==> config.mk <==
export PLATFORM = sky130hd
export DESIGN_NAME = vga_scan_out
export DESIGN_NICKNAME = d
export VERILOG_FILES = /design/src/rtl/vga_scan_out.sv
export SDC_FILE = /design/constraint.sdc
export NUM_CORES = 1
export LEC_CHECK = 0
export BUFFER_PORTS_ARGS = -buffer_cell sky130_fd_sc_hd__buf_4
export CAP_MARGIN = 0
export CORE_MARGIN = 2
export CORE_UTILIZATION = 40
export CTS_CLUSTER_SIZE = 16
export DETAILED_ROUTE_END_ITERATION = 10
export PLACE_DENSITY = 0.57
export SETUP_SLACK_MARGIN = 0.15
export SLEW_MARGIN = 15
export SYNTH_ARGS = -nofsm -noshare
export SYNTH_HDL_FRONTEND = slang
export SYNTH_SLANG_ARGS = --single-unit
export TNS_END_PERCENT = 10
==> constraint.sdc <==
create_clock -name clk -period 5.2 [get_ports clk]
set_input_delay 0.78 -clock clk [delete_from_list [all_inputs] [get_ports clk]]
set_output_delay 0.78 -clock clk [all_outputs]
set_load 0.01 [all_outputs]
==> src/rtl/vga_scan_out.sv <==
// vga_scan_out: 640x480@60 VGA timing with a small pixel FIFO and registered RGB/sync outputs.
// Optional colour-bar generator, enabled by defining VGA_TEST_PATTERN_EN, adds the test_mode input.
module vga_scan_out #(
  parameter int H_ACTIVE   = 640,
  parameter int H_FP       = 16,
  parameter int H_SYNC     = 96,
  parameter int H_BP       = 48,
  parameter int V_ACTIVE   = 480,
  parameter int V_FP       = 10,
  parameter int V_SYNC     = 2,
  parameter int V_BP       = 33,
  parameter int FIFO_DEPTH = 4
) (
  input  logic       clk,
  input  logic       rst_n,
  input  logic       pix_valid,
  output logic       pix_ready,
  input  logic [7:0] red_in,
  input  logic [7:0] green_in,
  input  logic [7:0] blue_in,
  output logic [7:0] vga_r,
  output logic [7:0] vga_g,
  output logic [7:0] vga_b,
  output logic       vga_hs,
  output logic       vga_vs,
  output logic       vga_de,
  output logic       frame_start,
`ifdef VGA_TEST_PATTERN_EN
  input  logic       test_mode,
`endif
  output logic       underrun
);

  localparam int H_TOTAL = H_ACTIVE + H_FP + H_SYNC + H_BP;
  localparam int V_TOTAL = V_ACTIVE + V_FP + V_SYNC + V_BP;
  localparam int HW      = $clog2(H_TOTAL);
  localparam int VW      = $clog2(V_TOTAL);
  localparam int AW      = $clog2(FIFO_DEPTH);
  localparam int CW      = AW + 1;

  localparam logic [HW-1:0] H_ACT_C  = HW'(H_ACTIVE);
  localparam logic [HW-1:0] H_SYNC_S = HW'(H_ACTIVE + H_FP);
  localparam logic [HW-1:0] H_SYNC_E = HW'(H_ACTIVE + H_FP + H_SYNC);
  localparam logic [HW-1:0] H_LAST   = HW'(H_TOTAL - 1);
  localparam logic [VW-1:0] V_ACT_C  = VW'(V_ACTIVE);
  localparam logic [VW-1:0] V_SYNC_S = VW'(V_ACTIVE + V_FP);
  localparam logic [VW-1:0] V_SYNC_E = VW'(V_ACTIVE + V_FP + V_SYNC);
  localparam logic [VW-1:0] V_LAST   = VW'(V_TOTAL - 1);
  localparam logic [CW-1:0] FULL_C   = CW'(FIFO_DEPTH);

  logic [HW-1:0] h_q, h_d;
  logic [VW-1:0] v_q, v_d;
  logic [23:0]   mem_q [FIFO_DEPTH];
  logic [AW-1:0] wr_ptr_q, wr_ptr_d, rd_ptr_q, rd_ptr_d;
  logic [CW-1:0] cnt_q, cnt_d;
  logic [23:0]   rgb_q, rgb_d;
  logic          hs_q, hs_d, vs_q, vs_d, de_q, de_d, fs_q, fs_d, urun_q, urun_d;

  logic          active, empty, full, push, pop, tm;
  logic [23:0]   pat;

`ifdef VGA_TEST_PATTERN_EN
  localparam logic [HW-1:0] BAR_W = HW'(H_ACTIVE / 8);
  logic [2:0] bar_idx;
  assign tm      = test_mode;
  assign bar_idx = 3'(h_q / BAR_W);
  // Bar order white..black maps to inverted index bits: r=~b1, g=~b2, b=~b0.
  assign pat     = {{8{~bar_idx[1]}}, {8{~bar_idx[2]}}, {8{~bar_idx[0]}}};
`else
  assign tm  = 1'b0;
  assign pat = '0;
`endif

  assign active    = (h_q < H_ACT_C) && (v_q < V_ACT_C);
  assign empty     = (cnt_q == '0);
  assign full      = (cnt_q == FULL_C);
  assign pix_ready = rst_n & ~full;
  assign push      = pix_valid & pix_ready;
  assign pop       = active & ~empty & ~tm;

  always_comb begin
    h_d = h_q + 1'b1;
    v_d = v_q;
    if (h_q == H_LAST) begin
      h_d = '0;
      v_d = (v_q == V_LAST) ? '0 : v_q + 1'b1;
    end
  end

  always_comb begin
    wr_ptr_d = push ? wr_ptr_q + 1'b1 : wr_ptr_q;
    rd_ptr_d = pop  ? rd_ptr_q + 1'b1 : rd_ptr_q;
    cnt_d    = cnt_q;
    if (push && !pop)      cnt_d = cnt_q + 1'b1;
    else if (!push && pop) cnt_d = cnt_q - 1'b1;
  end

  always_comb begin
    rgb_d = '0;
    if (active) begin
      if (tm)          rgb_d = pat;
      else if (!empty) rgb_d = mem_q[rd_ptr_q];
    end
    de_d   = active;
    hs_d   = ~((h_q >= H_SYNC_S) && (h_q < H_SYNC_E));
    vs_d   = ~((v_q >= V_SYNC_S) && (v_q < V_SYNC_E));
    fs_d   = (h_q == '0) && (v_q == '0);
    urun_d = urun_q | (active & empty & ~tm);
  end

  // Storage is not reset; a flush only needs the pointers and count cleared.
  always_ff @(posedge clk) begin
    if (push) mem_q[wr_ptr_q] <= {red_in, green_in, blue_in};
  end

  always_ff @(posedge clk) begin
    if (!rst_n) begin
      h_q      <= '0;
      v_q      <= '0;
      wr_ptr_q <= '0;
      rd_ptr_q <= '0;
      cnt_q    <= '0;
      rgb_q    <= '0;
      hs_q     <= 1'b1;
      vs_q     <= 1'b1;
      de_q     <= 1'b0;
      fs_q     <= 1'b0;
      urun_q   <= 1'b0;
    end else begin
      h_q      <= h_d;
      v_q      <= v_d;
      wr_ptr_q <= wr_ptr_d;
      rd_ptr_q <= rd_ptr_d;
      cnt_q    <= cnt_d;
      rgb_q    <= rgb_d;
      hs_q     <= hs_d;
      vs_q     <= vs_d;
      de_q     <= de_d;
      fs_q     <= fs_d;
      urun_q   <= urun_d;
    end
  end

  assign vga_r       = rgb_q[23:16];
  assign vga_g       = rgb_q[15:8];
  assign vga_b       = rgb_q[7:0];
  assign vga_hs      = hs_q;
  assign vga_vs      = vs_q;
  assign vga_de      = de_q;
  assign frame_start = fs_q;
  assign underrun    = urun_q;

endmodule
# Yosys cells after proc, flatten, opt, wreduce, memory -nomap -nowiden
# Memory sizes are Yosys's and may differ from the RTL's. A register that Yosys moved wholly into a read port is not among the register bits.
# Index checks and enable logic that the tools add are counted.
op_classes:
  mux: 5
  n_addsub: 6
  n_eq_ne: 3
  bitwise_logic: 11
  magnitude_cmp: 6
  n_reduce_logical: 14
op_table:
  columns: ["op", "n"]
  rows:
  - ["$add 10x1->10 const B", 2]
  - ["$eq 10x10->1 const B", 2]
  - ["$logic_not 10->1", 2]
  - ["$lt 10x10->1 const B", 2]
  - ["$lt 10x9->1 const B", 2]
  - ["$ge 10x10->1 const B", 1]
  - ["$ge 10x9->1 const B", 1]
  - ["$mux 10", 1]
  - ["$logic_and 1x1->1", 6]
  - ["$mux 3", 2]
  - ["$not 1->1", 6]
  - ["$add 2x1->2 const B", 2]
  - ["$and 1x1->1", 4]
  - ["$add 3x1->3 const B", 1]
  - ["$eq 3x3->1 const B", 1]
  - ["$logic_not 3->1", 1]
  - ["$reduce_or 3->1", 1]
  - ["$sub 3x1->3 const B", 1]
  - ["$logic_not 1->1", 2]
  - ["$mux 1", 2]
  - ["$reduce_bool 2->1", 1]
  - ["$reduce_or 2->1", 1]
  - ["$or 1x1->1", 1]
word_totals:
  mem_count: 1
  in_bits: 27
  ff_bits: 32
  ramBits: 96
  elab_cells: 56
  output_inout_bits: 30
memory_table:
  columns: ["name", "words", "word_bits", "read_ports", "rd_ports_with_merged_regs", "write_ports", "line", "source"]
  rows:
  - ["mem_q", 4, 24, 1, 1, 1, "53", "logic [23:0] mem_q [FIFO_DEPTH];"]

# Depth between registers and ports, before layout
depth:
  depth_word: 8
  depth_mapped: 11

# Worst setup path before layout
# OpenSTA, ideal clock, no wires.
synth_path:
  path_type: "input to register"
  from: "input rst_n"
  to: "register cnt_q[2]"
  path_buffers: 0
  setup_time_ns: 0.076
  slack_ns: 2.896
  arrival_ns: 2.228
  path_stages: 7
  cell_sequence: "o311a_1 > ha_1 > inv_1 > fa_1 > xor2_1 > or3_1 > a21boi_0"
synth_via:
  elab_chain_cells: 5
  word_cells_on_any_way: 7
synth_rtl:
  columns: ["item", "line", "source"]
  rows:
  - ["start: declaration", "15", "input logic rst_n,"]
  - ["$and 1x1->1", "77", "assign pix_ready = rst_n & ~full;"]
  - ["$and 1x1->1", "78", "assign push = pix_valid & pix_ready;"]
  - ["$logic_not 1->1", "95", "else if (!push && pop) cnt_d = cnt_q - 1'b1;"]
  - ["$logic_and 1x1->1", "95", null]
  - ["$reduce_bool 2->1 (no line)", null, null]
  - ["end signal: assignment", "134", "cnt_q <= cnt_d;"]
  - ["end: declaration", "55", "logic [CW-1:0] cnt_q, cnt_d;"]
# Several ways; a longest one is shown, not always the timed one.
# A chain may end at the register's enable or synchronous reset.

# Worst setup path after layout
layout_path:
  from: "input rst_n"
  to: "register cnt_q[2]"
layout_via:
  elab_chain_cells: 5
  word_cells_on_any_way: 7
layout_rtl:
  columns: ["item", "line", "source"]
  rows:
  - ["$and 1x1->1 (*)", "77", null]
  - ["$and 1x1->1 (*)", "78", null]
  - ["net push", "59", "logic active, empty, full, push, pop, tm;"]
  - ["$logic_not 1->1", "95", null]
  - ["$logic_and 1x1->1", "95", null]
  - ["$reduce_bool 2->1 (no line)", null, null]
# The timed path passes the listed nets; every way through them passes the cells marked *.

==> metrics.md <==
| Metric | Value |
|---|---|
| FP Rows | `44` |
| RSZ-0062 raised after global routing | `false` |
| Startpoint Class | `input pin` |
| Worst rel slew slack | `36.5%` |
| Die Y | `124 um` |
| Wire length per cell | `17.1 um` |
| Gr usage total | `14.7%` |
| Inserted Diodes | `0` |
| Crit Path Max Fanout | `50` |
| CTS root buf | `clkbuf_16` |
| Commonest cells after routing, fill and taps aside | `96 x edfxtp_1, 62 x buf_4, 55 x dfxtp_1` |
| Hold buffer count at cts | `0` |
| Cell Chain, Critical Path | `buf_4 > o311a_1 > ha_1 > inv_1 > fa_1 > xor2_1 > or3_1 > a21boi_0` |
| Fmax | `388 MHz` |
| Htree depth | `4` |
| CP delay by family, top | `adder cells` |
| Num ports | `57` |
| Flop-to-flop setup slack | `2.64 ns` |
| HP Start | `v_q[1]` |
| Min Tclk post-route | `2.57 ns` |
| Input/output buffers | `56` |
| Pwr/cell area | `485 nW/um^2` |
| Share of post-route cells with drive strength above 1 | `28.8%` |
| Max incr delay on CP | `0.40 ns` |
| Count of final setup violators | `0` |
| FF-to-FF End | `cnt_q[2]` |
| Clk pwr share | `39.2%` |
| Seq/Total Area, Yosys | `69.0%` |
| Chip Width | `124 um` |
| Post-CTS Resized | `0` |
| Fin crit share | `49.5%` |
| Slowest stage cell on the critical path | `o311a_1` |
| Drt first-iter violations | `178` |
| Largest net degree at the start of global routing | `51` |
| HPWL Detailed | `6340 um` |
| Hold Path Class | `flop to flop` |
| Final GP Congestion | `0.760` |
| Worst setup EP type | `flop` |
| Vias | `3087` |
| DRC | `0` |
| Post-Syn Instances | `362` |
| Reg2Reg Depth | `10` |
| GR met3 Demand/Resource | `5.15%` |
| Hold Path Sink | `vga_vs` |
| P_sw | `0.000826 W` |
| TritonCTS Buffers | `17` |
| RR Startpoint | `cnt_q[0]` |
| Die area | `15500 sq um` |
| Final hold vios | `0` |
| Cell count of the worst hold path | `1` |
| CTS sink cnt | `152` |
| TritonRoute pass-1 iters | `5` |
| Core footprint | `14400 sq um` |
| Synthesis Warnings | `0` |
| Post-synth EDFFs | `96` |
| Met1 Use GR | `17.0%` |
| Commonest non-fill, non-tap cell in the layout | `edfxtp_1` |
| Buf/Inv on CP | `2` |
| Crit path kind | `input pin to flop` |
| Overall routed net length | `10600 um` |
| Worst-Margin Slew | `0.952 ns` |
| Sequential cell fraction of total power | `44.2%` |
| Avg Inst Size Synth | `16.0 sq um` |
| Max Buffers Root-to-Sink | `2` |
| GR peak layer | `met2` |
| Max VDD drop | `0.282 mV` |
| CTS tree | `done` |
| Max_cap viols | `0` |
| Initial Util | `40.4%` |
| Met2 Resource Use GR | `25.0%` |
| Leakage | `2.59 nW` |
| Global-route wire length before repair | `17200 um` |
| Required @ worst endpoint | `5.56 ns` |
| Hold_ws | `0.452 ns` |
| Latest clock arrival within the worst-skew pair | `0.43 ns` |
| Initial antenna violation count | `0` |
| Clk slew on worst S/H paths | `0.06 ns` |
| Yosys cell types | `46` |
| Status | `finished clean` |
| Int Power | `0.00259 W` |
| Combinational power share | `16.6%` |
| Max-slew violation count | `0` |
| Main synth FF type | `edfxtp_1` |
| Nets | `461` |
| Routed Antenna Nets | `0` |
| Post-Route Skew | `0.0232 ns` |
| Critical Path AT | `2.93 ns` |
| Global route overflow | `0` |
| Async SR Flop Fraction | `0%` |
| # Post-CTS Setup Buffers | `0` |
| Vias in the first global route | `3273` |
| Via density per instance | `4.97` |
| Area Growth Syn to Fin | `21.3%` |
| Total Negative Setup Slacks | `0 ns` |
| Post-Syn Area | `5800 sq um` |
| Synthesis-stage register bit count | `152` |
| Switching Fraction | `24.2%` |
| Synthesized Nets | `399` |
## per-layer routing
| layer | wire length [um] | part of all wire, % |
|---|---|---|
| met5 | 0 | 0 |
| met4 | 118 | 1.1 |
| met3 | 557 | 5.2 |
| met2 | 5510 | 52 |
| met1 | 4450 | 42 |
## how the worst max path moves through the flow
stage	slack, ns	startpoint	endpoint	depth (start not counted)
after floorplan	2.90	rst_n	cnt_q[2]	7
after global placement	2.30	rst_n	cnt_q[2]	8
after detailed placement	2.19	rst_n	cnt_q[2]	8
after CTS	2.60	rst_n	cnt_q[2]	8
after global routing	2.38	rst_n	cnt_q[2]	8
final	2.63	rst_n	cnt_q[2]	8
## cell usage after synthesis (all sizes together) (5+ instances only)
library cell | count | area [sq um]
nor2 | 12 | 45.0
nand4 | 10 | 77.6
and2 | 11 | 68.8
o21ai | 7 | 38.8
dfxtp | 56 | 1120
nor4 | 5 | 52.6
xor2 | 8 | 70.1
xnor2 | 9 | 78.8
nor2b | 5 | 31.3
ha | 9 | 113
or3 | 5 | 31.3
and3 | 27 | 169
clkbuf | 7 | 26.3
mux4 | 24 | 541
buf | 12 | 81.3
nand3 | 10 | 55.1
inv | 10 | 37.5
edfxtp | 96 | 2880
nand2 | 10 | 37.5
## cells by family after synthesis
family | synth area share, %
buffers and inverters | 2.50
muxes | 9.84
DFF | 69.0
adders and majority gates | 2.29
xor gates and xnor gates | 2.57
AOI/OAI and AO/OA | 1.60
and+or+nand+nor | 12.2
## cell type report
class,instances,area [sq um]
well taps,184,230
inverters,10,37.5
clock buffers,19,433
fillers,1216,7330
clock inverters,13,213
multi-input cells,181,1650
flip-flops and latches,152,4010
repair buffers,62,465
## power by group through the flow
stage	Sequential [W]	Combinational, W	Clock (W)
6_report	0.00151	0.000566	0.00134
5_1_grt	0.00153	0.000619	0.00142
3_5_place_dp	0.00154	0.000574	0
4_1_cts	0.00152	0.000580	0.00138
2_1_floorplan	0.00150	0.000388	0
3_3_place_gp	0.00154	0.000564	0
## flip-flops by register name, indices dropped and copies added (netlist names)
name / cells
rd_ptr_q: 2
h_q: 10
underrun: 1
vga_vs: 1
vga_hs: 1
wr_ptr_q: 2
vga_de: 1
rgb_q: 24
v_q: 10
mem_q: 96
cnt_q: 3
frame_start: 1
## metrics by stage
step	cell area [sq um]	std cells	power, W	utilization, %	worst slack (ns)
finish	7040	621	0.00341	49.0	2.63
global route	7040	621	0.00357	49.0	2.38
CTS	7040	621	0.00347	49.0	2.60
detailed placement	6390	589	0.00211	44.5	2.19
global placement	6390	589	0.00210	44.5	2.30
floorplan	5800	362	0.00189	-	2.90
(Power assumes the default switching activity.)
